--- src/rtl/pipe_stage_chain_pkg.sv ---
// Shared constants for the pipeline register chain: depth limit, default widths,
// and bit positions of the control bundle and payload fields.
package pipe_pkg;

    localparam int unsigned DEPTH_MAX       = 4;
    localparam int unsigned CTRL_W_DEF      = 12;
    localparam int unsigned DATA_W_DEF      = 133;
    localparam int unsigned STALL_CNT_W_DEF = 16;

    // Control bundle field offsets (LSB first); bits 11:10 are spare.
    localparam int unsigned CTRL_WREG_OFS   = 0;
    localparam int unsigned CTRL_M2REG_OFS  = 1;
    localparam int unsigned CTRL_WMEM_OFS   = 2;
    localparam int unsigned CTRL_ALUIMM_OFS = 3;
    localparam int unsigned CTRL_SHIFT_OFS  = 4;
    localparam int unsigned CTRL_JAL_OFS    = 5;
    localparam int unsigned CTRL_ALUC_OFS   = 6;
    localparam int unsigned CTRL_ALUC_W     = 4;

    // Payload field offsets: a, b, imm, pc4 are 32 bits, rn is 5 bits.
    localparam int unsigned DATA_A_OFS   = 0;
    localparam int unsigned DATA_B_OFS   = 32;
    localparam int unsigned DATA_IMM_OFS = 64;
    localparam int unsigned DATA_PC4_OFS = 96;
    localparam int unsigned DATA_RN_OFS  = 128;
    localparam int unsigned DATA_RN_W    = 5;

    typedef struct packed {
        logic [1:0]             spare;
        logic [CTRL_ALUC_W-1:0] aluc;
        logic                   jal;
        logic                   shift;
        logic                   aluimm;
        logic                   wmem;
        logic                   m2reg;
        logic                   wreg;
    } ctrl_bundle_t;

endpackage

--- src/rtl/pipe_stage_chain_if.sv ---
// Instruction slot entering and leaving the register chain.
interface pipe_stage_chain_if #(
    parameter int unsigned CTRL_W = 12,
    parameter int unsigned DATA_W = 133
);

    logic              in_valid;
    logic [CTRL_W-1:0] in_ctrl;
    logic [DATA_W-1:0] in_data;
    logic              out_valid;
    logic [CTRL_W-1:0] out_ctrl;
    logic [DATA_W-1:0] out_data;

    modport master (
        output in_valid, in_ctrl, in_data,
        input  out_valid, out_ctrl, out_data
    );

    modport slave (
        input  in_valid, in_ctrl, in_data,
        output out_valid, out_ctrl, out_data
    );

endinterface

--- src/rtl/pipe_stage_chain_slice.sv ---
// One pipeline register stage: priority reset > flush > stall > advance.
module pipe_stage_slice #(
    parameter int unsigned CTRL_W = 12,
    parameter int unsigned DATA_W = 133
) (
    input  logic              clock,
    input  logic              reset,
    input  logic              stall_i,
    input  logic              flush_i,
    input  logic              prev_valid_i,
    input  logic [CTRL_W-1:0] prev_ctrl_i,
    input  logic [DATA_W-1:0] prev_data_i,
    output logic              valid_o,
    output logic [CTRL_W-1:0] ctrl_o,
    output logic [DATA_W-1:0] data_o
);

    logic              valid_q, valid_d;
    logic [CTRL_W-1:0] ctrl_q,  ctrl_d;
    logic [DATA_W-1:0] data_q,  data_d;

    // A bubble clears valid and ctrl but keeps the payload so it does not toggle.
    always_comb begin
        valid_d = valid_q;
        ctrl_d  = ctrl_q;
        data_d  = data_q;
        if (flush_i) begin
            valid_d = 1'b0;
            ctrl_d  = '0;
        end else if (!stall_i) begin
            valid_d = prev_valid_i;
            ctrl_d  = prev_ctrl_i;
            data_d  = prev_data_i;
        end
    end

    always_ff @(posedge clock) begin
        if (reset) begin
            valid_q <= 1'b0;
            ctrl_q  <= '0;
            data_q  <= '0;
        end else begin
            valid_q <= valid_d;
            ctrl_q  <= ctrl_d;
            data_q  <= data_d;
        end
    end

    assign valid_o = valid_q;
    assign ctrl_o  = ctrl_q;
    assign data_o  = data_q;

endmodule

--- src/rtl/pipe_stage_chain.sv ---
// Parametrised DEPTH-stage pipeline register chain with global stall and per-stage flush.
// Define PIPE_STALL_CNT_EN to add the saturating stall_cnt output.
module pipe_stage_chain
    import pipe_pkg::*;
#(
    parameter int unsigned DEPTH       = 1,
    parameter int unsigned CTRL_W      = CTRL_W_DEF,
    parameter int unsigned DATA_W      = DATA_W_DEF,
    parameter int unsigned STALL_CNT_W = STALL_CNT_W_DEF
) (
    input  logic                   clock,
    input  logic                   reset,
    input  logic                   stall,
    input  logic [DEPTH-1:0]       flush,
    pipe_stage_chain_if.slave      bus
`ifdef PIPE_STALL_CNT_EN
    ,
    output logic [STALL_CNT_W-1:0] stall_cnt
`endif
);

    if (DEPTH < 1 || DEPTH > DEPTH_MAX || STALL_CNT_W < 1) begin : g_bad_cfg
        $error("pipe_stage_chain: DEPTH must be 1..%0d and STALL_CNT_W >= 1", DEPTH_MAX);
    end

    logic              stage_valid [DEPTH];
    logic [CTRL_W-1:0] stage_ctrl  [DEPTH];
    logic [DATA_W-1:0] stage_data  [DEPTH];

    // Invalid input slots never carry write enables into the chain.
    logic [CTRL_W-1:0] in_ctrl_masked;
    assign in_ctrl_masked = bus.in_ctrl & {CTRL_W{bus.in_valid}};

    for (genvar i = 0; i < DEPTH; i++) begin : g_stage
        logic              prev_valid;
        logic [CTRL_W-1:0] prev_ctrl;
        logic [DATA_W-1:0] prev_data;

        if (i == 0) begin : g_head
            assign prev_valid = bus.in_valid;
            assign prev_ctrl  = in_ctrl_masked;
            assign prev_data  = bus.in_data;
        end else begin : g_body
            assign prev_valid = stage_valid[i-1];
            assign prev_ctrl  = stage_ctrl[i-1];
            assign prev_data  = stage_data[i-1];
        end

        pipe_stage_slice #(
            .CTRL_W (CTRL_W),
            .DATA_W (DATA_W)
        ) u_slice (
            .clock        (clock),
            .reset        (reset),
            .stall_i      (stall),
            .flush_i      (flush[i]),
            .prev_valid_i (prev_valid),
            .prev_ctrl_i  (prev_ctrl),
            .prev_data_i  (prev_data),
            .valid_o      (stage_valid[i]),
            .ctrl_o       (stage_ctrl[i]),
            .data_o       (stage_data[i])
        );
    end

    assign bus.out_valid = stage_valid[DEPTH-1];
    assign bus.out_ctrl  = stage_ctrl[DEPTH-1];
    assign bus.out_data  = stage_data[DEPTH-1];

`ifdef PIPE_STALL_CNT_EN
    logic [STALL_CNT_W-1:0] stall_cnt_q, stall_cnt_d;

    always_comb begin
        stall_cnt_d = stall_cnt_q;
        if (stall && stall_cnt_q != '1) begin
            stall_cnt_d = stall_cnt_q + STALL_CNT_W'(1);
        end
    end

    always_ff @(posedge clock) begin
        if (reset) begin
            stall_cnt_q <= '0;
        end else begin
            stall_cnt_q <= stall_cnt_d;
        end
    end

    assign stall_cnt = stall_cnt_q;
`endif

endmodule

--- src/flat_wrapper.sv ---
// flat-port wrapper written by rule: the top's interface ports become plain ports
module pipe_stage_chain_flat import pipe_pkg::*;
#(
    parameter int unsigned DEPTH       = 1,
    parameter int unsigned CTRL_W      = CTRL_W_DEF,
    parameter int unsigned DATA_W      = DATA_W_DEF,
    parameter int unsigned STALL_CNT_W = STALL_CNT_W_DEF
)
  (clock, reset, stall, flush, bus_in_valid, bus_in_ctrl, bus_in_data, bus_out_valid, bus_out_ctrl, bus_out_data);
  pipe_stage_chain_if #(.CTRL_W(CTRL_W), .DATA_W(DATA_W)) bus_i ();
  input  logic clock;
  input  logic reset;
  input  logic stall;
  input  logic [DEPTH-1:0] flush;
  input wire logic [$bits(bus_i.in_valid)-1:0] bus_in_valid;
  input wire logic [$bits(bus_i.in_ctrl)-1:0] bus_in_ctrl;
  input wire logic [$bits(bus_i.in_data)-1:0] bus_in_data;
  output wire logic [$bits(bus_i.out_valid)-1:0] bus_out_valid;
  output wire logic [$bits(bus_i.out_ctrl)-1:0] bus_out_ctrl;
  output wire logic [$bits(bus_i.out_data)-1:0] bus_out_data;
  assign bus_i.in_valid = bus_in_valid;
  assign bus_i.in_ctrl = bus_in_ctrl;
  assign bus_i.in_data = bus_in_data;
  assign bus_out_valid = bus_i.out_valid;
  assign bus_out_ctrl = bus_i.out_ctrl;
  assign bus_out_data = bus_i.out_data;
  pipe_stage_chain #(.DEPTH(DEPTH), .CTRL_W(CTRL_W), .DATA_W(DATA_W), .STALL_CNT_W(STALL_CNT_W)) u_core (.clock(clock), .reset(reset), .stall(stall), .flush(flush), .bus(bus_i));
endmodule
--- config.mk ---
export PLATFORM = sky130hd
export DESIGN_NAME = pipe_stage_chain_flat
export DESIGN_NICKNAME = d
export VERILOG_FILES = /design/src/rtl/pipe_stage_chain_pkg.sv /design/src/rtl/pipe_stage_chain_if.sv /design/src/rtl/pipe_stage_chain_slice.sv /design/src/rtl/pipe_stage_chain.sv /design/src/flat_wrapper.sv
export SDC_FILE = /design/constraint.sdc
export NUM_CORES = 1
export LEC_CHECK = 0
export CAP_MARGIN = 20
export CORE_MARGIN = 1
export CORE_UTILIZATION = 37
export CTS_CLUSTER_SIZE = 25
export DETAILED_ROUTE_END_ITERATION = 10
export HOLD_SLACK_MARGIN = 0.15
export PLACE_DENSITY = 0.84
export SETUP_SLACK_MARGIN = 0.15
export SYNTH_ARGS = -nofsm -noshare
export SYNTH_HDL_FRONTEND = slang
export SYNTH_SLANG_ARGS = --single-unit
--- constraint.sdc ---
create_clock -name clock -period 1.2 [get_ports clock]
set_clock_uncertainty 0.1 [all_clocks]
set_input_delay 0.12 -clock clock [delete_from_list [all_inputs] [get_ports clock]]
set_output_delay 0.12 -clock clock [all_outputs]
set_load 0.01 [all_outputs]
==> results by group, run 1 <==
Synthesis
  • Cell variety after synth: 16
  • Seq/Total Area, Yosys: 48.4%
  • Yosys warnings: 0
  • Register bit total from synthesis: 146
  • Syn_area_per_cell: 9.12 µm²
  • Cell area after synthesis: 0.00604 mm²
  • Syn Nets: 812
  • Post-Synthesis Cells: 662

Run
  • Total of max-cap violations: 0

Pwr
  • PwrDens: 1250 mW/mm²
  • Psw: 3.01 mW
  • Max VDD drop: 0.923 mV
  • Int Pwr: 9.95 mW
  • Clock Power Share: 44.9%
  • Switching Share: 23.2%
  • Leakage: 3.98 nW
  • Sequential share of power: 40.5%
  • Logic gate share of total power: 14.6%

Finish
  • Antenna diode count: 0
  • Post-Layout Inst Area: 0.0104 mm²
  • Most frequent cells in the layout: 147 x buf_6, 146 x clkdlybuf4s50_1, 146 x dfxtp_2
  • Final net count: 1095
  • Layout cells sized above 1: 39.1%
  • Layout fillers: 1272
  • Most common cell after layout, fill and taps aside: buf_6
  • Synthesis-to-finish area growth: 71.6%

STA
  • Slew HR: 73.8%
  • RSZ-0062 raised after global routing: true
  • Slack of the critical path: 80.6 ps
  • Final hold viol count: 0
  • Max Transition Viols Final: 0
  • Worst Tran Pin Value: 393 ps
  • Min Tclk post-route: 1120 ps
  • Final period util: 93.3%
  • Setup violators final: 0
  • Fmax: 893 MHz

Critical path
  • Critical path startpoint category: primary input
  • R2R Setup Slk: 300 ps
  • Crit-path max FO: 81
  • CP Class: in -> reg
  • Critical Path Source: reset
  • CP Capture Type: flip-flop
  • Critical Path AT: 1330 ps
  • Crit path required time: 1410 ps
  • Crit Reg-Reg Endpoint: u_core.g_stage[0].u_slice.data_o[99]
  • Critical R2R Launch: u_core.g_stage[0].u_slice.data_o[99]
  • Setup crit end: u_core.g_stage[0].u_slice.data_o[43]
  • FF-to-FF path depth: 3

Place
  • Dpl hpwl: 12200 µm
  • Pre-CTS setup slack: -134 ps
  • RePlAce Congestion: 0.768
  • Post-Place Cell Area: 0.00928 mm²
  • Count of buffers from port buffering: 295

Routing
  • DR vias: 5937
  • DRT Pass-1 Iters: 4
  • Final WL: 18600 µm
  • DRC viols: 0
  • Routed length per instance: 15.9 µm
  • Routed vias/inst: 5.06
  • Iter 0 DRT Violations: 277
  • Remaining antenna violation count: 0

Floorplanning
  • Die width: 130 µm
  • Die height: 130 µm
  • Initial core utilization: 38.0%
  • Num rows: 46
  • Die ar.: 0.0168 mm²
  • Core area: 0.0159 mm²
  • IO Pins: 296

Global route
  • Grt total ovfl: 0
  • Antenna violations before repair: 0
  • Largest net degree at the start of global routing: 83
  • Vias in the first global route: 5522
  • Gr usage total: 21.0%
  • Global-route wire length before repair: 27400 µm

CTS
  • CTS Buffer Depth: 2
  • Root buffer cell: clkbuf_16
  • CTS clk-pin slew, worst paths: 60 ps
  • Worst skew pair latency: 410 ps
  • Clock sink total: 146
  • CTS tree: built
  • H-tree depth: 4
  • CTS buffer count: 17

Min path
  • Hold/Removal Path Class: in -> reg

Run status
  • Outcome: completed
[worst max-delay path, stage by stage]
cell and delay, ps:
buf_4 120, buf_12 310, dlygate4sd3_1 680, a21oi_1 60
[through the flow]
step,utilization (%),hold slack [ps],std cells,TNS (ps),power [mW]
after floorplan,-,184,662,0,5.99
final,65.2,68.7,1173,0,13.0
after CTS,64.4,54.4,1166,0,13.0
after global placement,58.4,338,1131,-901,7.07
after detailed placement,58.4,349,1131,-2970,7.10
after global routing,65.2,67.7,1173,0,13.4
[how the worst min path moves through the flow]
stage / slack [ps] / end / from / cells past startpoint
global placement: 340 / u_core.g_stage[0].u_slice.ctrl_o[6] / u_core.g_stage[0].u_slice.ctrl_o[6] / 2
detailed placement: 350 / u_core.g_stage[0].u_slice.ctrl_o[1] / u_core.g_stage[0].u_slice.ctrl_o[1] / 2
floorplan: 180 / u_core.g_stage[0].u_slice.ctrl_o[6] / bus_in_valid / 2
global route: 70 / u_core.g_stage[0].u_slice.data_o[25] / reset / 3
CTS: 50 / u_core.g_stage[0].u_slice.data_o[13] / reset / 3
finish: 70 / u_core.g_stage[0].u_slice.data_o[27] / reset / 3
[Yosys cell counts (all sizes together)]
cell type    n  area share [%]
a21oi      145              12
buf         28             3.6
clkbuf      50             3.1
dfxtp      146              48
mux2i        1            0.17
nand2       12            0.75
nand3b      12             1.5
nor2         1           0.062
o21ai      133              11
or2          1            0.10
or3b       133              19
[flip-flops by register name, summed over array words and instances (netlist names)]
name	cells
u_core.g_stage.u_slice.ctrl_o	12
u_core.g_stage.u_slice.valid_o	1
u_core.g_stage.u_slice.data_o	133
[cell families after synthesis]
family,after synthesis,synth area share (%)
buf+inv,78,6.71
simple gates,159,21.7
flops,146,48.4
mux,1,0.166
compound gates,278,23.0
[layout make-up]
cell class                 instances  area (µm²)  share of cell area, %
tap                              216         270                   2.61
clock buffer                      18         429                   4.14
sequential                       146        3110                   30.0
timing repair buffer             342        3630                   35.1
multi-input combinational        438        2710                   26.2
clock inverter                    13         210                   2.03
[what timing repair did]
action	in CTS	in global routing
setup buffers	4	6
endpoints found under the hold margin	78	44
setup endpoints to repair	146	146
gates resized for setup	856	21
[routing by layer]
layer  vias up  wire, µm  track usage (%)
li1       2952         -                -
met1      2743      7190             22.5
met2       214      9420             36.7
met3        28      1640             8.28
met4         0       363             9.17
met5         -         0                0
[power by group through the flow]
stage,logic [mW],registers [mW],clock network [mW]
after floorplan,0.634,5.36,0
after global placement,1.81,5.26,0
after detailed placement,1.83,5.27,0
after CTS,1.86,5.24,5.90
after global routing,2.04,5.27,6.12
final,1.90,5.25,5.82
Power figures use the tool's default switching activity.
==> run 2, diff against run 1 <==
CORE_MARGIN = 5   (was 1)
==> results by group, run 2 (same netlist as run 1, synthesis figures left out) <==
CTS
  • Clock sink total: 146 (unchanged)
  • Worst skew pair latency: 410 ps (about the same)
  • CTS buffer count: 17 (unchanged)
  • CTS clk-pin slew, worst paths: 60 ps (about the same)
  • CTS tree: built (unchanged)
  • H-tree depth: 4 (unchanged)
  • CTS Buffer Depth: 2 (unchanged)
  • Root buffer cell: clkbuf_16 (unchanged)

Pwr
  • Sequential share of power: 41.8% (was 40.5%)
  • Psw: 2.97 mW (was 3.01 mW)
  • Logic gate share of total power: 15.1% (was 14.6%)
  • Switching Share: 23.7% (was 23.2%)
  • Leakage: 3.96 nW (was 3.98 nW)
  • Int Pwr: 9.57 mW (was 9.95 mW)
  • PwrDens: 1220 mW/mm² (was 1250 mW/mm²)
  • Max VDD drop: 0.883 mV (was 0.923 mV)
  • Pwr Total: 12.5 mW (was 13.0 mW)
  • Clock Power Share: 43.1% (was 44.9%)

Place
  • RePlAce Congestion: 0.816 (was 0.768)
  • Count of buffers from port buffering: 295 (unchanged)
  • Dpl hpwl: 13800 µm (was 12200 µm)
  • Pre-CTS setup slack: -117 ps (was -134 ps)

STA
  • Setup violators final: 0 (unchanged)
  • Slack of the critical path: 100 ps (was 80.6 ps)
  • Slew HR: 78.9% (was 73.8%)
  • Final hold viol count: 0 (unchanged)
  • Final period util: 91.7% (was 93.3%)
  • Min Tclk post-route: 1100 ps (was 1120 ps)
  • RSZ-0062 raised after global routing: true (unchanged)
  • Fmax: 909 MHz (was 893 MHz)
  • Worst Tran Pin Value: 316 ps (was 393 ps)
  • Worst-case hold slack: 65.2 ps (was 68.7 ps)
  • Max Transition Viols Final: 0 (unchanged)
  • Setup TNS: 0 ps (unchanged)

Critical path
  • Slowest cell on crit path: dfxtp_2 (was dlygate4sd3_1)
  • Critical path, cell by cell: buf_6 (was buf_4, buf_12, dlygate4sd3_1, a21oi_1)
  • Crit-path max FO: 2 (was 81)
  • Max incr delay on CP: 360 ps (was 680 ps)
  • Cell family with most CP delay: flip-flops (was buffers and inverters)
  • Crit Reg-Reg Endpoint: u_core.g_stage[0].u_slice.data_o[74] (was u_core.g_stage[0].u_slice.data_o[99])
  • FF-to-FF path depth: 3 (unchanged)
  • Critical path startpoint category: flip-flop (was primary input)
  • R2R Setup Slk: 320 ps (was 300 ps)
  • CP Class: reg -> out (was in -> reg)
  • CP Capture Type: primary output (was flip-flop)
  • Worst path bufs/invs: 1 (was 3)
  • Critical R2R Launch: u_core.g_stage[0].u_slice.data_o[74] (was u_core.g_stage[0].u_slice.data_o[99])
  • Critical Path AT: 880 ps (was 1330 ps)
  • Crit path required time: 980 ps (was 1410 ps)

Finish
  • Final net count: 1097 (was 1095)
  • Area of the multi-input gates: 0.00271 mm² (unchanged)
  • Layout fillers: 1228 (was 1272)
  • Max FFs per register: 133 (unchanged)
  • Layout cells sized above 1: 39.4% (was 39.1%)
  • Util after Layout: 64.6% (was 65.2%)
  • Most frequent cells in the layout: 148 x buf_6, 146 x clkdlybuf4s50_1, 145 x a21oi_1, 145 x dfxtp_2, 130 x or3b_1 (was 147 x buf_6, 146 x clkdlybuf4s50_1, 146 x dfxtp_2)
  • Synthesis-to-finish area growth: 70.4% (was 71.6%)
  • Most common cell after layout, fill and taps aside: buf_6 (unchanged)
  • Sequential Area: 0.00310 mm² (was 0.00311 mm²)
  • Antenna diode count: 0 (unchanged)

Min path
  • Hold Startpoint: flush (was reset)
  • Hold/Removal Path Class: in -> reg (unchanged)
  • Hold Path Sink: u_core.g_stage[0].u_slice.data_o[123] (was u_core.g_stage[0].u_slice.data_o[27])
  • Hold Crit Depth: 3 (unchanged)

Routing
  • Final WL: 19600 µm (was 18600 µm)
  • Routed length per instance: 16.6 µm (was 15.9 µm)
  • Iter 0 DRT Violations: 312 (was 277)
  • DRT Pass-1 Iters: 5 (was 4)
  • Routed vias/inst: 5.07 (was 5.06)
  • DR vias: 5964 (was 5937)
  • Remaining antenna violation count: 0 (unchanged)
  • DRC viols: 0 (unchanged)

Floorplanning
  • Initial core utilization: 37.9% (was 38.0%)
  • Die ar.: 0.0190 mm² (was 0.0168 mm²)
  • IO Pins: 296 (unchanged)
  • Die height: 138 µm (was 130 µm)
  • Die width: 138 µm (was 130 µm)
  • Core area: 0.0159 mm² (about the same)
  • Num rows: 46 (unchanged)

Run status
  • Outcome: completed (unchanged)

Run
  • Total of max-cap violations: 0 (unchanged)

Global route
  • Largest net degree at the start of global routing: 61 (was 83)
  • Global-route wire length before repair: 29000 µm (was 27400 µm)
  • Gr usage total: 19.5% (was 21.0%)
  • Vias in the first global route: 5617 (was 5522)
  • Antenna violations before repair: 1 (was 0)
  • Grt total ovfl: 0 (unchanged)
-- run 2: area by class of cell --
class,count,share of cell area [%]
multi-input combinational,438,26.3
timing repair buffer,344,35.0
sequential,146,30.2
clock buffer,18,4.27
tap,216,2.63
clock inverter,14,1.58
-- run 2: worst max path at each step --
stage          slack (ps)                            startpoint                              endpoint  cells past startpoint
2_1_floorplan         180                                 stall  u_core.g_stage[0].u_slice.data_o[10]                      4
3_3_place_gp          -90                        bus_in_data[0]   u_core.g_stage[0].u_slice.data_o[0]                      3
3_5_place_dp         -120                        bus_in_data[1]   u_core.g_stage[0].u_slice.data_o[1]                      3
4_1_cts                70   u_core.g_stage[0].u_slice.data_o[9]                       bus_out_data[9]                      1
5_1_grt                70  u_core.g_stage[0].u_slice.data_o[70]                      bus_out_data[70]                      1
6_report              100  u_core.g_stage[0].u_slice.data_o[73]                      bus_out_data[73]                      1
-- run 2: power by group through the flow --
stage	Clock (mW)	Sequential [mW]	Combinational, mW
6_report	5.41	5.25	1.89
5_1_grt	5.77	5.27	2.04
4_1_cts	5.55	5.24	1.87
3_5_place_dp	0	5.27	1.84
3_3_place_gp	0	5.26	1.81
2_1_floorplan	0	5.36	0.634
-- run 2: per-layer routing --
layer / global-route usage, % / vias up / part of all wire, %
met5: 0 / - / 0.10
met4: 8.84 / 2 / 3.1
met3: 7.85 / 46 / 11
met2: 33.6 / 233 / 49
met1: 20.8 / 2729 / 37
li1: - / 2954 / -
-- run 2: what timing repair did --
item                       4_1_cts  5_1_grt
hold endpoints to repair       146      122
gates resized for setup        861       20
setup endpoints to repair      146      146
setup buffers                    2        7
-- run 2: through the flow --
stage | cell area (µm²) | cells
after floorplan | 6040 | 662
final | 10300 | 1176
after global placement | 9260 | 1135
after CTS | 10200 | 1169
after detailed placement | 9260 | 1135
after global routing | 10300 | 1176
==> run 3, diff against run 2 <==
ABC_CLOCK_PERIOD_IN_PS = 1190   (was unset)
CORE_UTILIZATION = 40   (was 37)
PLACE_DENSITY = 0.89   (was 0.84)
clock period = 1.19 ns   (was 1.2 ns; I/O delays follow)
==> results by group, run 3 (same netlist as run 1, synthesis figures left out) <==
Routing
  • Final WL: 19900 µm (was 19600 µm)
  • DRC viols: 0 (unchanged)
  • Routed length per instance: 17.4 µm (was 16.6 µm)
  • Iter 0 DRT Violations: 261 (was 312)
  • DR vias: 5966 (was 5964)
  • DRT Pass-1 Iters: 4 (was 5)
  • Routed vias/inst: 5.21 (was 5.07)
  • Remaining antenna violation count: 0 (unchanged)

Min path
  • Hold Crit Depth: 3 (unchanged)
  • Hold Path Sink: u_core.g_stage[0].u_slice.data_o[38] (was u_core.g_stage[0].u_slice.data_o[123])
  • Hold/Removal Path Class: in -> reg (unchanged)
  • Hold Startpoint: reset (was flush)

Pwr
  • Switching Share: 23.5% (was 23.7%)
  • Pwr Total: 12.9 mW (was 12.5 mW)
  • Leakage: 3.97 nW (was 3.96 nW)
  • Logic gate share of total power: 15.0% (was 15.1%)
  • Psw: 3.03 mW (was 2.97 mW)
  • Int Pwr: 9.89 mW (was 9.57 mW)
  • PwrDens: 1250 mW/mm² (was 1220 mW/mm²)
  • Clock Power Share: 44.0% (was 43.1%)
  • Max VDD drop: 1.15 mV (was 0.883 mV)
  • Sequential share of power: 40.9% (was 41.8%)

STA
  • Slack of the critical path: 93.8 ps (was 100 ps)
  • Final period util: 92.1%
  • Slew HR: 72.7% (was 78.9%)
  • Fmax: 912 MHz
  • Setup violators final: 0 (unchanged)
  • RSZ-0062 raised after global routing: true (unchanged)
  • Max Transition Viols Final: 0 (unchanged)
  • Worst Tran Pin Value: 410 ps (was 316 ps)
  • Min Tclk post-route: 1100 ps
  • Final hold viol count: 0 (unchanged)

Finish
  • Final non-filler cell total: 1145 (was 1176)
  • Most common cell after layout, fill and taps aside: buf_6 (unchanged)
  • Final net count: 1094 (was 1097)
  • Area of the multi-input gates: 0.00271 mm² (unchanged)
  • Antenna diode count: 0 (unchanged)
  • Max FFs per register: 133 (unchanged)
  • Layout cells sized above 1: 39.1% (was 39.4%)
  • Layout fillers: 1079 (was 1228)
  • Most frequent cells in the layout: 148 x buf_6, 146 x clkdlybuf4s50_1, 146 x dfxtp_2 (was 148 x buf_6, 146 x clkdlybuf4s50_1, 145 x a21oi_1, 145 x dfxtp_2, 130 x or3b_1)
  • Sequential Area: 0.00311 mm² (was 0.00310 mm²)
  • Post-Layout Inst Area: 0.0103 mm² (about the same)
  • Util after Layout: 68.7% (was 64.6%)
  • Synthesis-to-finish area growth: 70.5% (was 70.4%)

Critical path
  • Crit path required time: 970 ps (was 980 ps)
  • Critical path, cell by cell: buf_6 (unchanged)
  • Crit-path max FO: 2 (unchanged)
  • CP Capture Type: primary output (unchanged)
  • Slowest cell on crit path: dfxtp_2 (unchanged)
  • FF-to-FF path depth: 4 (was 3)
  • Worst path bufs/invs: 1 (unchanged)
  • R2R Setup Slk: 200 ps (was 320 ps)
  • Max incr delay on CP: 350 ps (was 360 ps)
  • Crit Reg-Reg Endpoint: u_core.g_stage[0].u_slice.data_o[82] (was u_core.g_stage[0].u_slice.data_o[74])
  • Critical Path AT: 880 ps (about the same)
  • Critical path startpoint category: flip-flop (unchanged)
  • Cell family with most CP delay: flip-flops (unchanged)
  • Critical Path Source: u_core.g_stage[0].u_slice.data_o[80] (was u_core.g_stage[0].u_slice.data_o[73])
  • Critical R2R Launch: u_core.g_stage[0].u_slice.data_o[82] (was u_core.g_stage[0].u_slice.data_o[74])
  • CP Class: reg -> out (unchanged)

Run status
  • Outcome: completed (unchanged)

CTS
  • Clock sink total: 146 (unchanged)
  • CTS clk-pin slew, worst paths: 60 ps (about the same)
  • Worst skew pair latency: 410 ps (about the same)
  • CTS buffer count: 17 (unchanged)
  • Root buffer cell: clkbuf_16 (unchanged)
  • H-tree depth: 4 (unchanged)
  • CTS tree: built (unchanged)
  • Hold_buf cts: 1
  • CTS Buffer Depth: 2 (unchanged)

Global route
  • Vias in the first global route: 5739 (was 5617)
  • Global-route wire length before repair: 30100 µm (was 29000 µm)
  • Routing usage on met3: 9.28% (was 7.85%)
  • Largest net degree at the start of global routing: 82 (was 61)
  • Gr usage total: 21.2% (was 19.5%)
  • Antenna violations before repair: 0 (was 1)
  • Global routing usage on met2: 36.9% (was 33.6%)
  • Grt peak-use layer: met2 (unchanged)
  • Met1 GRT Util: 23.2% (was 20.8%)
  • Grt total ovfl: 0 (unchanged)

Place
  • Pre-CTS setup slack: -108 ps (was -117 ps)
  • RePlAce Congestion: 0.804 (was 0.816)
  • Count of buffers from port buffering: 295 (unchanged)
  • Placed cells: 1105 (was 1135)
  • Dpl hpwl: 13500 µm (was 13800 µm)
  • Post-Place Cell Area: 0.00925 mm² (was 0.00926 mm²)

Floorplanning
  • Core area: 0.0150 mm² (was 0.0159 mm²)
  • Num rows: 45 (was 46)
  • Die height: 133 µm (was 138 µm)
  • Die ar.: 0.0177 mm² (was 0.0190 mm²)
  • Initial core utilization: 40.3% (was 37.9%)
  • Die width: 133 µm (was 138 µm)
  • IO Pins: 296 (unchanged)

Run
  • Total of max-cap violations: 0 (unchanged)
run 3: through the flow:
step | hold slack, ps | TNS, ps
2_1_floorplan | 183 | 0
3_3_place_gp | 344 | -2660
3_5_place_dp | 340 | -5900
4_1_cts | 63.1 | 0
5_1_grt | 95.8 | 0
6_report | 90.6 | 0
run 3: worst max path at each step:
stage          cells past startpoint                               endpoint
3_5_place_dp                       3  u_core.g_stage[0].u_slice.data_o[132]
3_3_place_gp                       3    u_core.g_stage[0].u_slice.data_o[0]
6_report                           1                       bus_out_data[80]
4_1_cts                            1                        bus_out_data[0]
2_1_floorplan                      4   u_core.g_stage[0].u_slice.data_o[10]
5_1_grt                            1                      bus_out_data[106]
run 3: layout make-up:
class / instances / area share [%]
flip-flops and latches: 146 / 30.2
clock buffers: 19 / 4.30
clock inverters: 13 / 1.76
multi-input cells: 438 / 26.3
repair buffers: 341 / 35.1
well taps: 188 / 2.28
run 3: what timing repair did:
item	4_1_cts	5_1_grt
endpoints found under the hold margin	107	69
buffers inserted	4	3
resized for setup	857	28
setup endpoints to repair	146	148
run 3: power groups by stage:
stage	registers (mW)	logic [mW]	clock network (mW)
after floorplan	5.40	0.639	0
after global placement	5.30	1.84	0
after detailed placement	5.31	1.87	0
after CTS	5.28	1.91	5.77
after global routing	5.31	2.07	5.98
final	5.29	1.94	5.69
run 3: layer usage:
metal,wire length [µm],part of all wire [%]
met5,0,0
met1,7560,38
met2,10100,51
met3,1780,9.0
met4,450,2.3
